<file path="src/rtl/deco_pulse_if.sv">
// deco_pulse_if: code push handshake and one-hot strobe bus for deco_pulse.
interface deco_pulse_if #(
    parameter int FIFO_DEPTH = 4
);
    localparam int LW = $clog2(FIFO_DEPTH) + 1;
    logic          En;
    logic          in_valid;
    logic [2:0]    in_code;
    logic          in_ready;
    logic [7:0]    o;
    logic          o_valid;
    logic          busy;
    logic [LW-1:0] level;
    modport master (
        output En, in_valid, in_code,
        input  in_ready, o, o_valid, busy, level
    );
    modport slave (
        input  En, in_valid, in_code,
        output in_ready, o, o_valid, busy, level
    );
endinterface

</file>
<file path="src/rtl/deco_pulse.sv">
// deco_pulse: queued 3-to-8 one-hot decoder holding each strobe PULSE_LEN cycles.
// Define DECO_GAP_EN to insert one all-zero cycle between consecutive strobes.
module deco_pulse #(
    parameter int PULSE_LEN  = 2,
    parameter int FIFO_DEPTH = 4
) (
    input logic         clk,
    input logic         rst,
    deco_pulse_if.slave bus
);
    localparam int AW = $clog2(FIFO_DEPTH);
`ifdef DECO_GAP_EN
    typedef enum logic [1:0] {IDLE, DRIVE, GAP} state_t;
`else
    typedef enum logic {IDLE, DRIVE} state_t;
`endif
    state_t      state;
    logic [3:0]  cnt;
    logic [7:0]  o_q;
    logic [2:0]  mem [FIFO_DEPTH];
    logic [AW:0] wr_ptr, rd_ptr, level;
    logic        empty, full, push, load;
    assign level = wr_ptr - rd_ptr;
    assign empty = level == '0;
    assign full  = level == (AW+1)'(FIFO_DEPTH);
    assign push  = bus.in_valid && !full;
    // a pop happens whenever the FSM is ready for a new strobe and En allows progress
`ifdef DECO_GAP_EN
    assign load = bus.En && !empty && state != DRIVE;
`else
    assign load = bus.En && !empty && (state == IDLE || cnt == 4'd0);
`endif
    always_ff @(posedge clk) begin
        if (rst) begin
            state  <= IDLE;
            cnt    <= 4'd0;
            o_q    <= 8'h00;
            wr_ptr <= '0;
            rd_ptr <= '0;
        end else begin
            if (push) begin
                mem[wr_ptr[AW-1:0]] <= bus.in_code;
                wr_ptr              <= wr_ptr + (AW+1)'(1);
            end
            if (load) begin
                rd_ptr <= rd_ptr + (AW+1)'(1);
                o_q    <= 8'b1 << mem[rd_ptr[AW-1:0]];
                cnt    <= 4'(PULSE_LEN - 1);
                state  <= DRIVE;
            end else if (bus.En) begin
                if (state == DRIVE) begin
                    if (cnt != 4'd0) begin
                        cnt <= cnt - 4'd1;
                    end else begin
                        o_q <= 8'h00;
`ifdef DECO_GAP_EN
                        state <= GAP;
`else
                        state <= IDLE;
`endif
                    end
                end
`ifdef DECO_GAP_EN
                else if (state == GAP) begin
                    state <= IDLE;
                end
`endif
            end
        end
    end
    assign bus.in_ready = !full;
    assign bus.o        = bus.En ? o_q : 8'h00;
    assign bus.o_valid  = |bus.o;
    assign bus.busy     = state != IDLE || !empty;
    assign bus.level    = level;
endmodule

</file>
<file path="src/flat_wrapper.sv">
// flat-port wrapper written by rule: the top's interface ports become plain ports
module deco_pulse_flat 
#(
    parameter int PULSE_LEN  = 2,
    parameter int FIFO_DEPTH = 4
)
  (clk, rst, bus_En, bus_in_valid, bus_in_code, bus_in_ready, bus_o, bus_o_valid, bus_busy, bus_level);
  deco_pulse_if #(.FIFO_DEPTH(FIFO_DEPTH)) bus_i ();
  input logic clk;
  input logic rst;
  input wire logic [$bits(bus_i.En)-1:0] bus_En;
  input wire logic [$bits(bus_i.in_valid)-1:0] bus_in_valid;
  input wire logic [$bits(bus_i.in_code)-1:0] bus_in_code;
  output wire logic [$bits(bus_i.in_ready)-1:0] bus_in_ready;
  output wire logic [$bits(bus_i.o)-1:0] bus_o;
  output wire logic [$bits(bus_i.o_valid)-1:0] bus_o_valid;
  output wire logic [$bits(bus_i.busy)-1:0] bus_busy;
  output wire logic [$bits(bus_i.level)-1:0] bus_level;
  assign bus_i.En = bus_En;
  assign bus_i.in_valid = bus_in_valid;
  assign bus_i.in_code = bus_in_code;
  assign bus_in_ready = bus_i.in_ready;
  assign bus_o = bus_i.o;
  assign bus_o_valid = bus_i.o_valid;
  assign bus_busy = bus_i.busy;
  assign bus_level = bus_i.level;
  deco_pulse #(.PULSE_LEN(PULSE_LEN), .FIFO_DEPTH(FIFO_DEPTH)) u_core (.clk(clk), .rst(rst), .bus(bus_i));
endmodule
</file>
<file path="config.mk">
export PLATFORM = sky130hd
export DESIGN_NAME = deco_pulse_flat
export DESIGN_NICKNAME = d
export VERILOG_FILES = /design/src/rtl/deco_pulse_if.sv /design/src/rtl/deco_pulse.sv /design/src/flat_wrapper.sv
export SDC_FILE = /design/constraint.sdc
export NUM_CORES = 1
export LEC_CHECK = 0
export ABC_CLOCK_PERIOD_IN_PS = 2250
export BUFFER_PORTS_ARGS = -buffer_cell sky130_fd_sc_hd__buf_2
export CAP_MARGIN = 20
export CORE_ASPECT_RATIO = 0.9
export CORE_MARGIN = 5
export CORE_UTILIZATION = 35
export CTS_CLUSTER_DIAMETER = 30
export DETAILED_ROUTE_END_ITERATION = 10
export MAX_ROUTING_LAYER = met4
export PLACE_DENSITY = 0.52
export SETUP_SLACK_MARGIN = 0.4
export SLEW_MARGIN = 20
export SYNTH_ARGS = -nofsm -noshare
export SYNTH_HDL_FRONTEND = slang
export SYNTH_SLANG_ARGS = --single-unit
export TNS_END_PERCENT = 1
</file>
<file path="constraint.sdc">
create_clock -name clk -period 2.25 [get_ports clk]
set_input_delay 0.1125 -clock clk [delete_from_list [all_inputs] [get_ports clk]]
set_output_delay 0.1125 -clock clk [all_outputs]
set_load 0.005 [all_outputs]
</file>
* Word-level counts from Yosys, hierarchy flattened
Memory sizes are Yosys's and may differ from the RTL's. A register that Yosys moved wholly into a read port is not among the register bits.
Index checks and enable logic that the tools add are counted.
** Word-level totals
- Bits in registers :: 19
- Bits in writable memories :: 12
- Input bits :: 7
- Output and inout port bits :: 14
- Word-level logic and storage cells :: 51
- Memories :: 1
** Memory list
- u_core.mem :: words 4, width 3, read ports 1, clocked after Yosys merged registers in 1, wr ports 1, line deco_pulse.sv:20 : logic [2:0] mem [FIFO_DEPTH];
** Operators by class
- Add/subtract/negate cells :: 4
- Equal/unequal tests :: 2
- Shift operators :: 1
- Muxes and demuxes :: 18
- Bitwise gates (word level) :: 1
- Reduce and logical (&&, ||, !) cells :: 18
** Operators with widths (count)
- two-way mux 8 bit :: 5
- two-way mux 1 bit :: 11
- AND reduction 3 bit :: 3
- OR reduction 8 bit :: 1
- left shift 1 x 3 -> 8 bit (first input constant) :: 1
- adder 3 x 1 -> 3 bit (second input constant) :: 2
- nonzero test 2 bit :: 3
- logical NOT 4 bit :: 1
- two-way mux 2 bit :: 2
- nonzero test 4 bit :: 1
- subtractor 4 x 1 -> 4 bit (second input constant) :: 1
- equality test 3 bit (second input constant) :: 1
- logical AND 1 bit :: 3
- logical NOT 3 bit :: 1
- subtractor 3 bit :: 1
- logical NOT 1 bit :: 2
- logical OR 1 bit :: 2
- inequality test 2 x 1 -> 1 bit (second input constant) :: 1
- OR reduction 2 bit :: 1
- inverter 1 bit :: 1

* Longest topological paths before layout
- Depth after elaboration :: 7
- Mapped depth :: 9
- Gate-level depth less buffers :: 9

* Least setup slack after synthesis
No wires, ideal clock.
- Path type :: flip-flop to flip-flop
- Start :: reg u_core.wr_ptr[0]
- End :: mem u_core.mem[0][0] (enable)
- Library setup time :: 0.252 ns
- Arrival :: 1.966 ns
- Data required time :: 1.998 ns
- Path slack :: 0.032 ns
- Cell stages (with the launch flop) :: 8
- Path buffers :: 0
- Period minus slack after synthesis :: 2.218 ns
- Cells stage by stage :: dfxtp_1 -> inv_1 -> ha_1 -> fa_1 -> nand2_1 -> o21ai_0 -> nor2_1 -> and2_1
** On the way
- Word-level cells in the longest chain between the ends :: 7
** Ends and longest elaborated chain
- start: declaration :: line deco_pulse.sv:21 : logic [AW:0] wr_ptr, rd_ptr, level;
- start signal: assignment :: line deco_pulse.sv:43 : wr_ptr <= wr_ptr + (AW+1)'(1);
- subtractor 3 bit :: line deco_pulse.sv:23 : assign level = wr_ptr - rd_ptr;
- equality test 3 bit :: line deco_pulse.sv:25 : assign full = level == (AW+1)'(FIFO_DEPTH);
- logical NOT 1 bit :: line deco_pulse.sv:26 : assign push = bus.in_valid && !full;
- logical AND 1 bit :: line deco_pulse.sv:26
- two-way mux 1 bit :: line deco_pulse.sv:41 : if (push) begin
- two-way mux 1 bit :: line deco_pulse.sv:34 : if (rst) begin
- two-way mux 1 bit (implied by the code) :: line deco_pulse.sv:42 : mem[wr_ptr[AW-1:0]] <= bus.in_code;
- end: declaration :: line deco_pulse.sv:20
Parallel ways exist; a longest one is shown, timed or not.

* Worst setup path after layout
- Start :: reg u_core.wr_ptr[0]
- End :: reg u_core.o_q[2]
** On the way
- Word-level cells in the longest chain between the ends :: 7
- Elaborated cells on any way between the ends :: 10
- Classes of those cells :: 1 x add/sub; 1 x eq/ne; 1 x mux; 7 x reduce/logical
** Ends and longest elaborated chain
- subtractor 3 bit * :: line deco_pulse.sv:23
- logical NOT 3 bit * :: line deco_pulse.sv:24 : assign empty = level == '0;
- logical NOT 1 bit * :: line deco_pulse.sv:31 : assign load = bus.En && !empty && (state == IDLE || cnt == 4'd0);
- logical AND 1 bit * (2 in series) :: line deco_pulse.sv:31
- inequality test 2 x 1 -> 1 bit (no source line) or nonzero test 2 bit (tied branches)
- AND reduction 3 bit (no source line)
- end signal: assignment :: line deco_pulse.sv:47 : o_q <= 8'b1 << mem[rd_ptr[AW-1:0]];
- end: declaration :: line deco_pulse.sv:19 : logic [7:0] o_q;
Every way passes the cells marked *; elsewhere a longest branch is shown, timed or not.
A chain may end at the register's enable or synchronous reset.

==> results_dict.tcl <==
set metrics [dict create \
    ff2ff_setup_slack_ns 0.21 \
    dpl.cell_count 213 \
    synth_fp_nets 148 \
    core_area_sq_mm 0.004374 \
    gp_congestion 0.8166 \
    ys_seq_area_share_pct 50.04 \
    crit_path_start_kind "flip-flop" \
    area_growth_pct 24.70 \
    crit_start "u_core.wr_ptr[0]$_SDFFE_PP0P_" \
    seqPwrFrac_pct 31.2 \
    clk_pin_slew_ns 0.07 \
    clk_path_buf_depth 2 \
    post-route-period-util_pct 90.78 \
    wl_per_cell_microns 13.48 \
    clkPwrFrac_pct 21.0 \
    hold_violations 0 \
    crit_path_max_fanout 6 \
    drive_gt1_share_pct 32.12 \
    synthesis.area_sq_mm 0.001560 \
    nFillCells 421 \
    min_period_ns 2.042 \
    ant_nets 0 \
    synth_async_sr_flop_share_pct 0 \
    fin_skew_ns 0.003782 \
    start_util_pct 35.67 \
    synth_ff_type "dfxtp_1" \
    r2r_end "u_core.o_q[2]$_SDFFE_PP0P_" \
    vias 1079 \
    hold_buffers 0 \
    final_nets 179 \
    internal_power_mw 1.616 \
    grt_max_degree 15 \
    syn_area_per_cell_sq_um 11.73 \
    port_buffers 20 \
    drt-vias-per-instance 4.753 \
    dieHeight_microns 73.34 \
    clk_latency_ns 0.28 \
    grt_pass1_vias 1107 \
    grt_usage_pct 12.00 \
    slew_viol_final 0 \
    regArea_sq_um 784.5 \
    first_pass_iters 4 \
    cp.arrival_ns 2.27 \
    num_rows 23 \
    die_x_microns 80.38 \
    ys_warn_count 0 \
    p_leak_nw 0.7675 \
    fin_setup_tns_ns 0 \
    synth_cells 133 \
    wl_microns 3060 \
    synth_edf_count 12 \
    cts.htree.levels 2 \
    num_antenna_cells 0 \
    stdcell_count 227 \
    overflow 0 \
    utilization_pct 44.48 \
    relSlewSlack_pct 68.75 \
    required_ns 2.47 \
    num_io_pins 21 \
    critical_path_class "flip-flop to flip-flop" \
    powerDensity_mw_per_mm2 1311 \
    dp_hpwl_microns 2286 \
    grt_pass1_wl_microns 5216 \
    die-area_sq_mm 0.005895 \
    hold_path.class "input port to flip-flop" \
    max_cap_violations 0 \
    ys_ff_latch 33 \
    reg2reg_from "u_core.wr_ptr[0]$_SDFFE_PP0P_" \
    clock_sinks 33 \
    clock_tree.root_cell "clkbuf_8" \
    setup_viol 0 \
    swShare_pct 36.64 \
    crit_end "u_core.o_q[2]$_SDFFE_PP0P_" \
    multi_input_area_sq_um 783.3 \
    irDropWorstVdd_v 0.0007793 \
    timing.fmax_mhz 489.6 \
    switching_power_mw 0.9344 \
    drt_iter0_markers 31 \
    antenna_found_initial 0 \
    yosysUniqueCellTypes 41 \
    worst_pin_slew_ns 0.4667 \
    status "completed" \
    cts_tree "yes" \
    rr_worst_depth 9 \
    p_comb_share_pct 47.9 \
    cts_buffers 5 \
    rsz0062_at_grt "true" \
    crit_path_end_kind "flip-flop" \
    drc_errors 0 \
]
-- cell type report --
class / instances / area share [%]
flip-flops and latches: 33 / 40.32
multi-input cells: 88 / 40.26
repair buffers: 26 / 7.781
well taps: 62 / 3.987
clock buffers: 6 / 3.730
inverters: 10 / 2.186
clock inverters: 2 / 1.736
-- flip-flops by register name, summed over array words and instances (netlist names), named ones only --
name,count
u_core.cnt,4
u_core.mem,12
u_core.o_q,8
u_core.rd_ptr,3
u_core.state,1
u_core.wr_ptr,3
-- worst min path at each step --
stage | startpoint | endpoint | slack (ns) | cells after the start
after floorplan | bus_in_code[0] | u_core.mem[0][0]$_DFFE_PP_ | 0.21 | 0
after global placement | bus_in_code[1] | u_core.mem[3][1]$_DFFE_PP_ | 0.33 | 1
after detailed placement | bus_in_code[1] | u_core.mem[3][1]$_DFFE_PP_ | 0.34 | 1
after CTS | bus_in_code[1] | u_core.mem[3][1]$_DFFE_PP_ | 0.05 | 1
after global routing | bus_in_code[1] | u_core.mem[2][1]$_DFFE_PP_ | 0.04 | 1
final | bus_in_code[0] | u_core.mem[2][0]$_DFFE_PP_ | 0.06 | 1
-- kinds of logic (layout without fill, tap and decap cells) --
group                    count (synthesis)  count (layout)  synth area share [%]
AND/OR/NAND/NOR                         48              48                 17.96
AO/OA/AOI/OAI                           21              21                 12.19
buffers and inverters                   12              44                 3.048
multiplexers                             4               4                 4.972
XOR/XNOR                                 7               7                 4.892
flip-flops                              33              33                 50.04
adder cells (fa/ha/maj)                  8               8                 6.896
-- synth_stat cells (2+ instances only) --
cell | n | area [sq um]
dfxtp_1 | 21 | 420.4
nor3_1 | 2 | 10.01
o21ai_0 | 2 | 10.01
mux4_2 | 3 | 67.56
a22o_1 | 3 | 26.28
nor4_1 | 2 | 12.51
and2_1 | 12 | 75.07
a211oi_1 | 2 | 15.01
or3_1 | 3 | 18.77
clkbuf_1 | 2 | 7.510
inv_1 | 9 | 33.78
xnor2_1 | 5 | 43.79
nand3_1 | 2 | 10.01
nor2_1 | 12 | 45.04
o2bb2ai_1 | 3 | 26.28
a21oi_1 | 3 | 15.01
ha_1 | 7 | 87.58
edfxtp_1 | 12 | 360.4
nand2_1 | 6 | 22.52
-- power groups by stage --
stage | registers, mW | logic (mW) | clock network [mW]
2_1_floorplan | 0.785 | 0.808 | 0
3_3_place_gp | 0.801 | 1.03 | 0
3_5_place_dp | 0.807 | 1.05 | 0
4_1_cts | 0.796 | 1.19 | 0.541
5_1_grt | 0.809 | 1.34 | 0.570
6_report | 0.794 | 1.22 | 0.535
-- worst max-delay path, stage by stage, from the launching register on --
cell	delay, ns
dfxtp_2	0.36
inv_4	0.04
ha_4	0.15
fa_2	0.32
xnor3_2	0.28
inv_4	0.13
nor3_4	0.06
buf_4	0.14
nor4b_4	0.30
a32o_1	0.20
-- cell usage in the layout, fill, tap and decap left out, drive strengths merged, types with 2 or more instances in the layout --
master,count
buf,26
dfxtp,21
and2,12
nor2,12
edfxtp,12
inv,10
ha,7
nand2,6
clkbuf,6
xnor2,5
o2bb2ai,4
a21oi,4
mux4,3
or3,3
a22o,3
nor3,3
nand3,2
nor4,2
a211oi,2
o21ai,2
nor3b,2
-- layer usage --
metal  wire [microns]  part of all wire [%]  vias up  global-route usage [%]
met4               66                   2.2        0                   5.441
met3              151                   4.9        7                   4.657
met5                0                     0        -                       -
met1             1450                    47      504                   12.96
met2             1391                    45       24                   19.58
li1                 -                     -      544                       -
-- stage by stage --
stage,hold slack [ns],setup WS [ns],area (sq um),power [mW]
after global placement,0.3331,0.1873,1774,1.832
after CTS,0.04733,0.2118,1928,2.522
final,0.05563,0.2076,1946,2.550
after global routing,0.04453,0.1337,1946,2.722
after detailed placement,0.3411,0.1585,1774,1.855
after floorplan,0.2114,0.3111,1604,1.593
-- repair_timing --
action                                 4_1_cts  5_1_grt
resized for setup                            3        2
pin swaps                                    3        2
buffers inserted                             5        1
setup endpoints to repair                   32       34
endpoints found under the hold margin        0        0
Power figures use the tool's default switching activity.
